**config.mk**
```make
export PLATFORM = sky130hd
export DESIGN_NAME = syr2k_operand_sequencer
export DESIGN_NICKNAME = d
export VERILOG_FILES = /design/src/rtl/syr2k_operand_sequencer.sv
export SDC_FILE = /design/constraint.sdc
export NUM_CORES = 1
export LEC_CHECK = 0
export CAP_MARGIN = 0
export CORE_AREA = 2 2 140 142
export CTS_BUF_LIST = sky130_fd_sc_hd__clkbuf_4
export CTS_CLUSTER_DIAMETER = 50
export CTS_CLUSTER_SIZE = 28
export DETAILED_ROUTE_END_ITERATION = 16
export DIE_AREA = 0 0 142 144
export GPL_ROUTABILITY_DRIVEN = 0
export GPL_TIMING_DRIVEN = 0
export PLACE_DENSITY = 0.82
export SKIP_CTS_REPAIR_TIMING = 1
export SYNTH_ARGS = -nofsm -noshare
export SYNTH_HDL_FRONTEND = slang
export SYNTH_SLANG_ARGS = --single-unit
```
**constraint.sdc**
```tcl
create_clock -name clk -period 2.9 [get_ports clk]
set_input_delay 0.58 -clock clk [delete_from_list [all_inputs] [get_ports clk]]
set_output_delay 0.58 -clock clk [all_outputs]
set_load 0.01 [all_outputs]
```
**src/rtl/syr2k_operand_sequencer.sv**
```systemverilog
// Operand sequencer for the SYR2K element datapath: walks the lower triangle of C,
// fetches A/B/C from 1-cycle synchronous memories and presents one tuple per k.
module syr2k_operand_sequencer #(
   parameter  int N  = 4,
   parameter  int DW = 32,
   localparam int AW = (N * N > 1) ? $clog2(N * N) : 1
) (
   input  logic          clk,
   input  logic          rst_n,
   input  logic          start,
   output logic          busy,
   output logic          done,
   output logic [AW-1:0] a_addr0,
   output logic [AW-1:0] a_addr1,
   output logic [AW-1:0] b_addr0,
   output logic [AW-1:0] b_addr1,
   output logic [AW-1:0] c_addr,
   output logic          mem_re,
   input  logic [DW-1:0] a_rdata0,
   input  logic [DW-1:0] a_rdata1,
   input  logic [DW-1:0] b_rdata0,
   input  logic [DW-1:0] b_rdata1,
   input  logic [DW-1:0] c_rdata,
   output logic [DW-1:0] op_x,
   output logic [DW-1:0] op_y,
   output logic [DW-1:0] op_xt,
   output logic [DW-1:0] op_yt,
   output logic [DW-1:0] op_z,
   output logic [AW-1:0] op_i,
   output logic [AW-1:0] op_j,
   output logic [AW-1:0] op_k,
   output logic          op_first,
   output logic          op_last,
   output logic          op_valid,
   input  logic          op_ready
);

   typedef enum logic [2:0] {
      S_IDLE,
      S_FETCH,
      S_LOAD,
      S_HOLD,
      S_DONE
   } state_e;

   localparam logic [AW-1:0] LAST = AW'(N - 1);
   localparam logic [AW-1:0] ONE  = AW'(1);

   // Row-major linear address, formed at 32 bits before narrowing.
   function automatic logic [AW-1:0] lin_addr(input logic [AW-1:0] row,
                                              input logic [AW-1:0] col);
      logic [31:0] full;
      full = 32'(row) * 32'(N) + 32'(col);
      return full[AW-1:0];
   endfunction

   state_e        state_q, state_d;
   logic [AW-1:0] i_q, i_d;
   logic [AW-1:0] j_q, j_d;
   logic [AW-1:0] k_q, k_d;
   logic          busy_q, busy_d;
   logic          done_q, done_d;
   logic          valid_q, valid_d;
   logic          load_en;
   logic          fetch_en;

   logic [AW-1:0] addr_ik_q, addr_jk_q, addr_c_q;
   logic [AW-1:0] addr_ik_n, addr_jk_n, addr_c_n;

   logic [DW-1:0] x_q, y_q, xt_q, yt_q, z_q;
   logic [AW-1:0] oi_q, oj_q, ok_q;
   logic          first_q, last_q;

   assign addr_ik_n = lin_addr(i_q, k_q);
   assign addr_jk_n = lin_addr(j_q, k_q);
   assign addr_c_n  = lin_addr(i_q, j_q);

   always_comb begin
      state_d  = state_q;
      i_d      = i_q;
      j_d      = j_q;
      k_d      = k_q;
      busy_d   = busy_q;
      done_d   = 1'b0;
      valid_d  = valid_q;
      load_en  = 1'b0;
      fetch_en = 1'b0;
      case (state_q)
         S_IDLE: begin
            if (start) begin
               i_d     = '0;
               j_d     = '0;
               k_d     = '0;
               busy_d  = 1'b1;
               state_d = S_FETCH;
            end
         end
         S_FETCH: begin
            fetch_en = 1'b1;
            state_d  = S_LOAD;
         end
         S_LOAD: begin
            load_en = 1'b1;
            valid_d = 1'b1;
            state_d = S_HOLD;
         end
         S_HOLD: begin
            if (valid_q && op_ready) begin
               valid_d = 1'b0;
               // Advance k fastest, then j up to the diagonal, then i.
               if (k_q != LAST) begin
                  k_d = k_q + ONE;
               end else begin
                  k_d = '0;
                  if (j_q < i_q) begin
                     j_d = j_q + ONE;
                  end else begin
                     j_d = '0;
                     i_d = i_q + ONE;
                  end
               end
               if (i_q == LAST && j_q == LAST && k_q == LAST) begin
                  state_d = S_DONE;
                  done_d  = 1'b1;
               end else begin
                  state_d = S_FETCH;
               end
            end
         end
         S_DONE: begin
            busy_d  = 1'b0;
            state_d = S_IDLE;
         end
         default: state_d = S_IDLE;
      endcase
   end

   always_ff @(posedge clk or negedge rst_n) begin
      if (!rst_n) begin
         state_q <= S_IDLE;
         i_q     <= '0;
         j_q     <= '0;
         k_q     <= '0;
         busy_q  <= 1'b0;
         done_q  <= 1'b0;
         valid_q <= 1'b0;
      end else begin
         state_q <= state_d;
         i_q     <= i_d;
         j_q     <= j_d;
         k_q     <= k_d;
         busy_q  <= busy_d;
         done_q  <= done_d;
         valid_q <= valid_d;
      end
   end

   // Addresses are live during FETCH and hold their last value otherwise.
   always_ff @(posedge clk or negedge rst_n) begin
      if (!rst_n) begin
         addr_ik_q <= '0;
         addr_jk_q <= '0;
         addr_c_q  <= '0;
      end else if (fetch_en) begin
         addr_ik_q <= addr_ik_n;
         addr_jk_q <= addr_jk_n;
         addr_c_q  <= addr_c_n;
      end
   end

   always_ff @(posedge clk or negedge rst_n) begin
      if (!rst_n) begin
         x_q     <= '0;
         y_q     <= '0;
         xt_q    <= '0;
         yt_q    <= '0;
         z_q     <= '0;
         oi_q    <= '0;
         oj_q    <= '0;
         ok_q    <= '0;
         first_q <= 1'b0;
         last_q  <= 1'b0;
      end else if (load_en) begin
         x_q     <= a_rdata0;
         y_q     <= a_rdata1;
         xt_q    <= b_rdata0;
         yt_q    <= b_rdata1;
         z_q     <= c_rdata;
         oi_q    <= i_q;
         oj_q    <= j_q;
         ok_q    <= k_q;
         first_q <= (k_q == '0);
         last_q  <= (k_q == LAST);
      end
   end

   assign mem_re   = fetch_en;
   assign a_addr0  = fetch_en ? addr_ik_n : addr_ik_q;
   assign b_addr0  = fetch_en ? addr_ik_n : addr_ik_q;
   assign a_addr1  = fetch_en ? addr_jk_n : addr_jk_q;
   assign b_addr1  = fetch_en ? addr_jk_n : addr_jk_q;
   assign c_addr   = fetch_en ? addr_c_n  : addr_c_q;

   assign busy     = busy_q;
   assign done     = done_q;
   assign op_valid = valid_q;
   assign op_x     = x_q;
   assign op_y     = y_q;
   assign op_xt    = xt_q;
   assign op_yt    = yt_q;
   assign op_z     = z_q;
   assign op_i     = oi_q;
   assign op_j     = oj_q;
   assign op_k     = ok_q;
   assign op_first = first_q;
   assign op_last  = last_q;

endmodule
```
# ---- Word-level counts from Yosys, hierarchy flattened
# Cells that the tools add are included.
dict set report op_classes {
  n_addsub 6
  order_cmp 1
  eq_ne 12
  mux 28
  reduce_logical 14
}
# cell count
set ops {}
lappend ops {{4-bit 2-to-1 mux} 12}
lappend ops {{4-bit case mux with 2 select lines} 3}
lappend ops {{4-bit by 1-bit adder with 4-bit output (second input constant)} 3}
lappend ops {{4-bit adder} 3}
lappend ops {{4-bit by 2-bit == test with 1-bit output (second input constant)} 3}
lappend ops {{3-bit case mux with 4 select lines} 1}
lappend ops {{3-bit 2-to-1 mux} 3}
lappend ops {{2-bit inequality test (second input constant)} 4}
lappend ops {{1-bit 2-to-1 mux} 7}
lappend ops {{3-bit by 2-bit == test with 1-bit output (second input constant)} 2}
lappend ops {{2-bit AND reduction} 3}
lappend ops {{2-bit nonzero test} 3}
lappend ops {{5-bit AND reduction} 1}
lappend ops {{4-bit zero test} 1}
lappend ops {{4-bit less-than comparator} 1}
lappend ops {{4-bit by 2-bit inequality test with 1-bit output (second input constant)} 1}
lappend ops {{1-bit case mux with 2 select lines} 2}
lappend ops {{4-bit AND reduction} 1}
lappend ops {{3-bit by 1-bit == test with 1-bit output (second input constant)} 1}
lappend ops {{3-bit == test (second input constant)} 1}
lappend ops {{1-bit logical AND} 3}
lappend ops {{3-bit zero test} 1}
lappend ops {{3-bit AND reduction} 1}
dict set report totals {
  regBits 204
  inputBits 164
  output_inout_bits 198
  wordCells 81
}

# ---- Longest topological paths before layout
# Gate-level depths: netlist of the first run.
dict set report depth {
  depth_word 6
  depth_mapped 7
  mapped_depth_nobuf 6
}

# ---- Worst setup path after synthesis of the first run
# No wires, ideal clock.
dict set report synth_timing {
  kind {reg2out}
  startpoint {register state_q[2]}
  endpoint {output port b_addr0[3]}
  arrival_time_ns 1.702
  required_ns 2.320
  path_slack_ns 0.618
  stages_incl_launch_ff 6
  n_path_buf 3
  path_cell_list {dfrtp_1 > buf_2 > or3b_2 > clkbuf_1 > o21ai_0 > buf_4}
}
dict set report synth_between {
  elab_chain_cells 3
}
# item line
set synth_lines {}
lappend synth_lines {{start, declared} 57} ;# state_e state_q, state_d;
lappend synth_lines {{start signal, assigned} 148} ;# state_q <= state_d;
lappend synth_lines {{3-bit by 1-bit == test with 1-bit output} 88} ;# case (state_q)
lappend synth_lines {{1-bit 2-to-1 mux} 88}
lappend synth_lines {{4-bit 2-to-1 mux} --}
lappend synth_lines {{end, declared} 15} ;# output logic [AW-1:0] b_addr0,
# No other way between the ends.

# ---- Worst setup path after layout of the first run
# Ends and elaborated chain as after synthesis.

==> results of run 1 <==
-- synthesized netlist by cell type, drive strengths merged (3+ instances only) --
| cell | n | area, um2 |
|---|---|---|
| o21ai | 13 | 65.1 |
| dfrtp | 204 | 5100 |
| nand3 | 4 | 20.0 |
| ha | 10 | 125 |
| o21bai | 3 | 22.5 |
| nor2 | 16 | 67.6 |
| a22o | 3 | 26.3 |
| buf | 29 | 171 |
| a21oi | 8 | 43.8 |
| nand2 | 34 | 130 |
| mux2 | 176 | 1990 |
| xnor2 | 3 | 26.3 |
| inv | 9 | 33.8 |
| nand4 | 3 | 18.8 |
| clkbuf | 4 | 15.0 |
| xor2 | 5 | 43.8 |
-- path summary, 6_finish.rpt --
kind | endpoint | cells after the start
min in group clk | addr_c_q[2] | 2
hold reg to reg | addr_c_q[2] | 2
max in group asynchronous | k_q[2] | 2
setup reg to reg | op_yt[5] | 5
hold / removal | op_y[22] | 1
setup / recovery | b_addr0[3] | 7
-- cell type report --
cell class | instances | area (um2) | share of cell area (%)
inverter | 10 | 40.0 | 0.320
clock buffer | 25 | 188 | 1.50
clock inverter | 15 | 163 | 1.30
buffer | 29 | 176 | 1.41
tap | 238 | 298 | 2.38
multi-input combinational | 292 | 2720 | 21.7
sequential | 204 | 5110 | 40.8
timing repair buffer | 382 | 3830 | 30.6
-- cell families after synthesis --
group,count (synthesis)
AO/OA/AOI/OAI,29
XOR/XNOR,8
adder cells (fa/ha/maj),10
buffers and inverters,43
flip-flops,204
multiplexers,176
AND/OR/NAND/NOR,69
-- state kept, by name (all words and copies together) (netlist names) --
register / flops
state_q: 3
addr_ik_q: 4
op_last: 1
busy: 1
i_q: 4
addr_jk_q: 4
op_y: 32
j_q: 4
op_first: 1
op_k: 4
k_q: 4
op_xt: 32
done: 1
op_z: 32
op_valid: 1
op_x: 32
op_yt: 32
op_i: 4
addr_c_q: 4
op_j: 4
-- per-stage QoR --
stage               power, uW  setup slack (ps)  setup TNS, ps  instances
finish                  12100              70.6              0       1195
floorplan                7010               618              0        539
global placement        10300             -7390       -1504480       1138
detailed placement      10500              62.2              0       1139
CTS                     12200              -678         -12030       1179
global route            12800             -24.6          -46.5       1195
-- power by group through the flow --
stage / clock [uW] / sequential (uW) / combinational (uW)
finish: 1690 / 4810 / 5630
global route: 1870 / 4980 / 5990
detailed placement: 0 / 4890 / 5580
global placement: 0 / 4830 / 5490
CTS: 1750 / 4830 / 5610
floorplan: 0 / 5380 / 1630
-- per-layer routing --
layer	GRT usage [%]	wire length [um]	vias to the layer above
met5	0	0	-
met4	4.47	384	0
met2	35.1	10900	237
met3	6.66	1920	27
met1	22.8	8090	2815
li1	-	-	2675
==> results.toml, run 1 <==
[synth]
synth_top_family_by_area = "multiplexers"
synthAdderAreaFrac_pct = 1.56
ys_warn_count = 0
synth_compound_area_share_pct = 2.25
ys_ff_latch = 204
avgSynthCellArea_um2 = 14.9
syn_nets = 713
synth-main-ff-cell = "dfrtp_1"
ys_seq_area_share_pct = 63.6
synthMuxAreaShare_pct = 24.8
synth_xor_area_share_pct = 0.873
synth_cell_types = 35
synthArstFlopShare_pct = 100
postSynthCellCount = 539
synth_edf_count = 0
synth_simple_gate_area_share_pct = 4.13
syn_area_um2 = 8030

[sta]
fmax_ghz = 0.353
skew_ps = 41.8
tightest_slew_ps = 874
drv_slew = 0
rsz0062_at_grt = "yes"
slew_headroom_pct = 41.7
fin_crit_ps = 2830
hold_ws_ps = -8.21
hold_viol = 13
finalCritPeriodShare_pct = 97.6
setup_violations = 0

[worst_setup_path]
reg2reg_slack_ps = 420
critPathArrivalTime_ps = 2250
crit_path_max_fanout = 6
crit_path_max_incr_delay_ps = 470
crit_type = "reg -> out"
worst_path_most_repeated_cell = "buf_4"
critPathRequiredTime_ps = 2320
crit_path_start = "state_q[2]"
cp_slowest_cell = "dfrtp_2"
start_kind = "flip-flop"
crit_buf_inv = 4
critPathCaptureType = "output pin"
r2r-start = "state_q[2]"
crit_chain = "or3b_4 > buf_4 > nand2_1 > o21ai_2 > buf_4 > buf_4 > dlymetal6s2s_1"
path_delay_family = "buffers and inverters"

[route]
drc = 0
wl_um = 21300
dr.pass1.iters = 4
drt-initial-drc-count = 115
num_vias = 5754
wl_per_cell_um = 17.8
ant_nets = 0
vias_per_cell = 4.82

[layout]
nets = 1116
utilization_pct = 65.7
mostFrequentLayoutCells = "clkdlybuf4s50_1, dfrtp_1, mux2_2, mux2_1, buf_4"
antenna_cells = 0
drive_gt1_share_pct = 26.9
syn_to_final_growth_pct = 56.1
stdcell_area_um2 = 12500
fillers = 1419
layout_commonest_cell = "clkdlybuf4s50_1"

[global_routing]
grt_usage_pct = 19.6
overflow = 0
grt_pass1_vias = 5838
grt_max_degree = 116
antenna_found_initial = 0
grt_pass1_wl_um = 31700

[floorplan]
die_area_um2 = 20400
initial_core_util_pct = 42.1
rows = 51
ios = 362
die_h_um = 144
die_x_um = 142
core_um2 = 19100

[clocking]
clock-root-buffer = "clkbuf_4"
clk_pin_slew_ps = 150
cts.path.max_buffers = 3
h-tree-depth = 1
cts_tree = "done"
worstSkewPairLatency_ps = 670
cts_sinks = 204
numCtsBuffers = 23

[outcome]
status = "finished, violations left"
failed_checks = "hold timing"

[flow_run]
maxCapViolations = 0

[place]
dp_hpwl_um = 15900
placed_area_um2 = 12000
numPortBuffers = 361

[power]
comb_power_share_pct = 46.4
swShare_pct = 32.2
ir_worst_vdd_mv = 0.718
switchingPower_uw = 3900
clkPwrFrac_pct = 13.9
seqPwrFrac_pct = 39.7
powerDensity_nw_per_um2 = 968
internal_power_uw = 8230
cellLeakagePower_uw = 0.00572

[hold_path]
hp-class = "in -> async"
Note: power is estimated with default switching activity, not from simulation.
==> run 2, diff against run 1 <==
- CAP_MARGIN: 0 -> 20
- clock period: 2.9 -> 3.3 ns (I/O delays scaled with it)
==> run 2 against run 1 <==
The flow now finishes without violations; core utilization down 0.65 points; clock power is 12% lower; largest cell class unchanged; first-iteration DRC count is 9.6% higher; die area stayed put; wire length is 1.0% lower; count of clock-buffer cells in the layout did not move; highest routed layer unchanged; clock skew grew 0.71 ps; flip-flop and latch count unchanged; sequential share of layout area grew 0.38 points; sequential power shrank 12%; largest power group unchanged; critical path type unchanged; via count shrank 1.2%.
==> results.toml, run 2 (synthesis results as in run 1) <==
[layout]
drive_gt1_share_pct = 25.0
antenna_cells = 0
mostFrequentLayoutCells = "clkdlybuf4s50_1, dfrtp_1, mux2_2, mux2_1, nand2_1"
nets = 1103
layout_commonest_cell = "clkdlybuf4s50_1"
finalNonFillerCells = 1182
syn_to_final_growth_pct = 54.6
stdcell_area_um2 = 12400

[sta]
setup_violations = 0
finalCritPeriodShare_pct = 96.6
hold_viol = 0
fmax_ghz = 0.314
fin_crit_ps = 3190
tightest_slew_ps = 871
hold_ws_ps = 72.6
skew_ps = 42.5
drv_slew = 0
slew_headroom_pct = 41.9

[global_routing]
overflow = 0
antenna_found_initial = 0
grt_usage_pct = 19.6
grt_pass1_wl_um = 31700
grt_pass1_vias = 5838
grt_max_degree = 116

[clocking]
numCtsBuffers = 23
clk_pin_slew_ps = 160
worstSkewPairLatency_ps = 670
h-tree-depth = 1
cts_sinks = 204
clock-root-buffer = "clkbuf_4"
cts_tree = "done"
cts.path.max_buffers = 3

[route]
ant_nets = 0
wl_per_cell_um = 17.8
num_vias = 5686
drc = 0
vias_per_cell = 4.81
drt-initial-drc-count = 126
dr.pass1.iters = 4
wl_um = 21100

[place]
placed_area_um2 = 12000
dp_cells = 1139
dp_hpwl_um = 15900
numPortBuffers = 361

[floorplan]
initial_core_util_pct = 42.1
core_um2 = 19100
die_area_um2 = 20400
ios = 362
rows = 51
die_h_um = 144
die_x_um = 142

[power]
cellLeakagePower_uw = 0.00550
ir_worst_vdd_mv = 0.631
powerDensity_nw_per_um2 = 855

[worst_setup_path]
critPathRequiredTime_ps = 2640
start_kind = "flip-flop"
crit_path_max_fanout = 7
crit_type = "reg -> out"
critPathArrivalTime_ps = 2530
critPathCaptureType = "output pin"

[hold_path]
hp-class = "in -> async"

[flow_run]
maxCapViolations = 0

[outcome]
status = "finished clean"
run 2: routing by layer:
layer | vias to the layer above | GRT usage (%) | share of wire [%]
met5 | - | 0 | 0
met4 | 0 | 4.47 | 1.7
met3 | 25 | 6.66 | 9.0
met2 | 235 | 35.1 | 51
met1 | 2779 | 22.8 | 38
li1 | 2647 | - | -
run 2: per-stage QoR:
step                      setup slack, ps  TNS (ps)  total power [uW]  util, %
after floorplan                       938         0              6160        -
after global placement              -7070  -1439200              9060     62.6
after detailed placement              382         0              9210     62.7
after CTS                            -358     -5320             10700     64.6
after global routing                -30.9     -57.1             11200     65.0
final                                 114         0             10600     65.0
run 2: worst paths after layout:
| path | from | to | slack (ps) | cells after the start |
|---|---|---|---|---|
| setup / recovery | j_q[0] | b_addr1[3] | 110 | 6 |
| hold / removal | rst_n | op_y[22] | 70 | 1 |
| setup reg to reg | state_q[2] | op_yt[5] | 880 | 5 |
| hold reg to reg | addr_c_q[2] | addr_c_q[2] | 500 | 2 |
| max in group asynchronous | rst_n | k_q[2] | 2270 | 2 |
| min in group clk | addr_c_q[2] | addr_c_q[2] | 500 | 2 |
run 2: area by class of cell:
class	instances	area [um2]
clock inverter	15	163
multi-input combinational	292	2720
timing repair buffer	367	3710
clock buffer	25	188
sequential	204	5110
inverter	10	40.0
tap	238	298
fill	1438	6670
buffer	31	186
run 2: where the power goes:
| part | switching (uW) | leakage, uW | internal (uW) | total, uW |
|---|---|---|---|---|
| clock network | 967 | 0.000194 | 515 | 1480 |
| logic | 1830 | 0.00282 | 3060 | 4890 |
| registers | 616 | 0.00248 | 3630 | 4240 |
| total | 3410 | 0.00550 | 7200 | 10600 |
run 2: worst max-delay path, stage by stage, from the launching register on:
cell and delay (ps):
dfrtp_2 500, ha_1 220, xor2_1 160, xnor2_1 150
o21ai_2 190, buf_4 140, clkdlybuf4s50_1 520
==> run 3, diff against run 2 <==
- PLACE_DENSITY: 0.82 -> 0.88
==> run 3 against run 2 <==
Sequential power barely moved; largest cell class unchanged; die area did not move; sequential share of layout area fell by 0.55 points; wire length rose by 2.4%.
==> results.toml, run 3 (synthesis results as in run 1) <==
[outcome]
status = "finished clean"

[floorplan]
die_area_um2 = 20400
rows = 51
core_um2 = 19100
die_h_um = 144
initial_core_util_pct = 42.1
die_x_um = 142
ios = 362

[clocking]
h-tree-depth = 1
clk_pin_slew_ps = 160
cts_sinks = 204
clock-root-buffer = "clkbuf_4"
cts_tree = "done"
numCtsBuffers = 24
worstSkewPairLatency_ps = 660
cts.path.max_buffers = 3

[layout]
drive_gt1_share_pct = 25.2
nets = 1104
mostFrequentLayoutCells = "clkdlybuf4s50_1, dfrtp_1, mux2_2, mux2_1, nand2_1"
syn_to_final_growth_pct = 56.7
layout_commonest_cell = "clkdlybuf4s50_1"
fillers = 1396
regArea_um2 = 5110
multi_input_area_um2 = 2720

[power]
internal_power_uw = 7550
swShare_pct = 31.8
switchingPower_uw = 3520
clkPwrFrac_pct = 17.2
ir_worst_vdd_mv = 0.617
powerDensity_nw_per_um2 = 881
cellLeakagePower_uw = 0.00561
comb_power_share_pct = 44.3
seqPwrFrac_pct = 38.5
p_total_uw = 11100

[sta]
skew_ps = 35.4
fin_crit_ps = 3170
hold_viol = 0
rsz0062_at_grt = "no"
tightest_slew_ps = 792
drv_slew = 0
slew_headroom_pct = 47.2
fmax_ghz = 0.316
tns_ps = 0
setup_violations = 0
finalCritPeriodShare_pct = 95.9

[flow_run]
maxCapViolations = 0

[route]
ant_nets = 0
num_vias = 5766
drt-initial-drc-count = 145
wl_per_cell_um = 18.2
vias_per_cell = 4.86
wl_um = 21600
drc = 0
dr.pass1.iters = 4

[worst_setup_path]
crit_type = "reg -> out"
cp_slowest_cell = "clkdlybuf4s50_1"
path_delay_family = "buffers and inverters"
critPathArrivalTime_ps = 2510
crit_path_max_fanout = 8
start_kind = "flip-flop"
crit_chain = "buf_2 > or3b_4 > o21ai_4 > buf_4 > clkdlybuf4s50_1"
reg2reg_slack_ps = 1030
critPathCaptureType = "output pin"
crit_buf_inv = 3
critPathRequiredTime_ps = 2640
crit_path_max_incr_delay_ps = 520

[global_routing]
grt_max_degree = 109
grt_pass1_wl_um = 31900
antenna_found_initial = 1
grt_pass1_vias = 5967
overflow = 0
grt_usage_pct = 20.0

[place]
dp_hpwl_um = 16200
numPortBuffers = 361

[hold_path]
hp-class = "reg -> reg"
## run 3: layout make-up
cell class,count,area share (%)
flip-flops and latches,204,40.6
repair buffers,368,29.6
multi-input cells,292,21.6
clock inverters,18,2.41
well taps,238,2.37
clock buffers,26,1.55
plain buffers,30,1.44
inverters,10,0.338
diodes,1,0.0199
## run 3: power groups by stage
stage               clock [uW]  combinational [uW]  sequential, uW
detailed placement           0                4910            4320
CTS                       1970                4930            4270
global placement             0                4800            4250
floorplan                    0                1430            4730
global route              2080                5200            4410
finish                    1910                4900            4270
## run 3: worst reg2reg max path, cell delays in order, from the launching register on
cell and delay (ps):
dfrtp_1 500, nor3b_2 350, clkbuf_1 520, buf_2 390
mux2_2 370
## run 3: layer usage
layer / share of wire, % / vias to the layer above / global-route usage (%)
met3: 8.6 / 48 / 6.32
met1: 38 / 2802 / 23.4
met5: 0 / - / 0
met2: 50 / 265 / 35.0
li1: - / 2651 / -
met4: 3.0 / 0 / 6.63
## run 3: path summary, 6_finish.rpt
| path | start | endpoint | depth (start not counted) |
|---|---|---|---|
| min in group asynchronous | rst_n | op_yt[1] | 2 |
| worst max-delay path | state_q[1] | b_addr0[3] | 5 |
| worst max register to register | state_q[2] | op_yt[16] | 4 |
| worst min register to register | addr_c_q[1] | addr_c_q[1] | 2 |
| max in group asynchronous | rst_n | op_first | 3 |
| worst min-delay path | addr_c_q[1] | addr_c_q[1] | 2 |
## run 3: through the flow
stage | hold slack (ps) | util (%) | cell area, um2 | worst slack [ps] | cells
global placement | 455 | 62.6 | 11900 | -6940 | 1138
global route | 518 | 65.9 | 12600 | 4.08 | 1187
floorplan | 364 | - | 8030 | 938 | 539
CTS | -20.4 | 65.3 | 12500 | -352 | 1183
detailed placement | 463 | 62.7 | 12000 | 419 | 1139
finish | 501 | 65.9 | 12600 | 135 | 1187
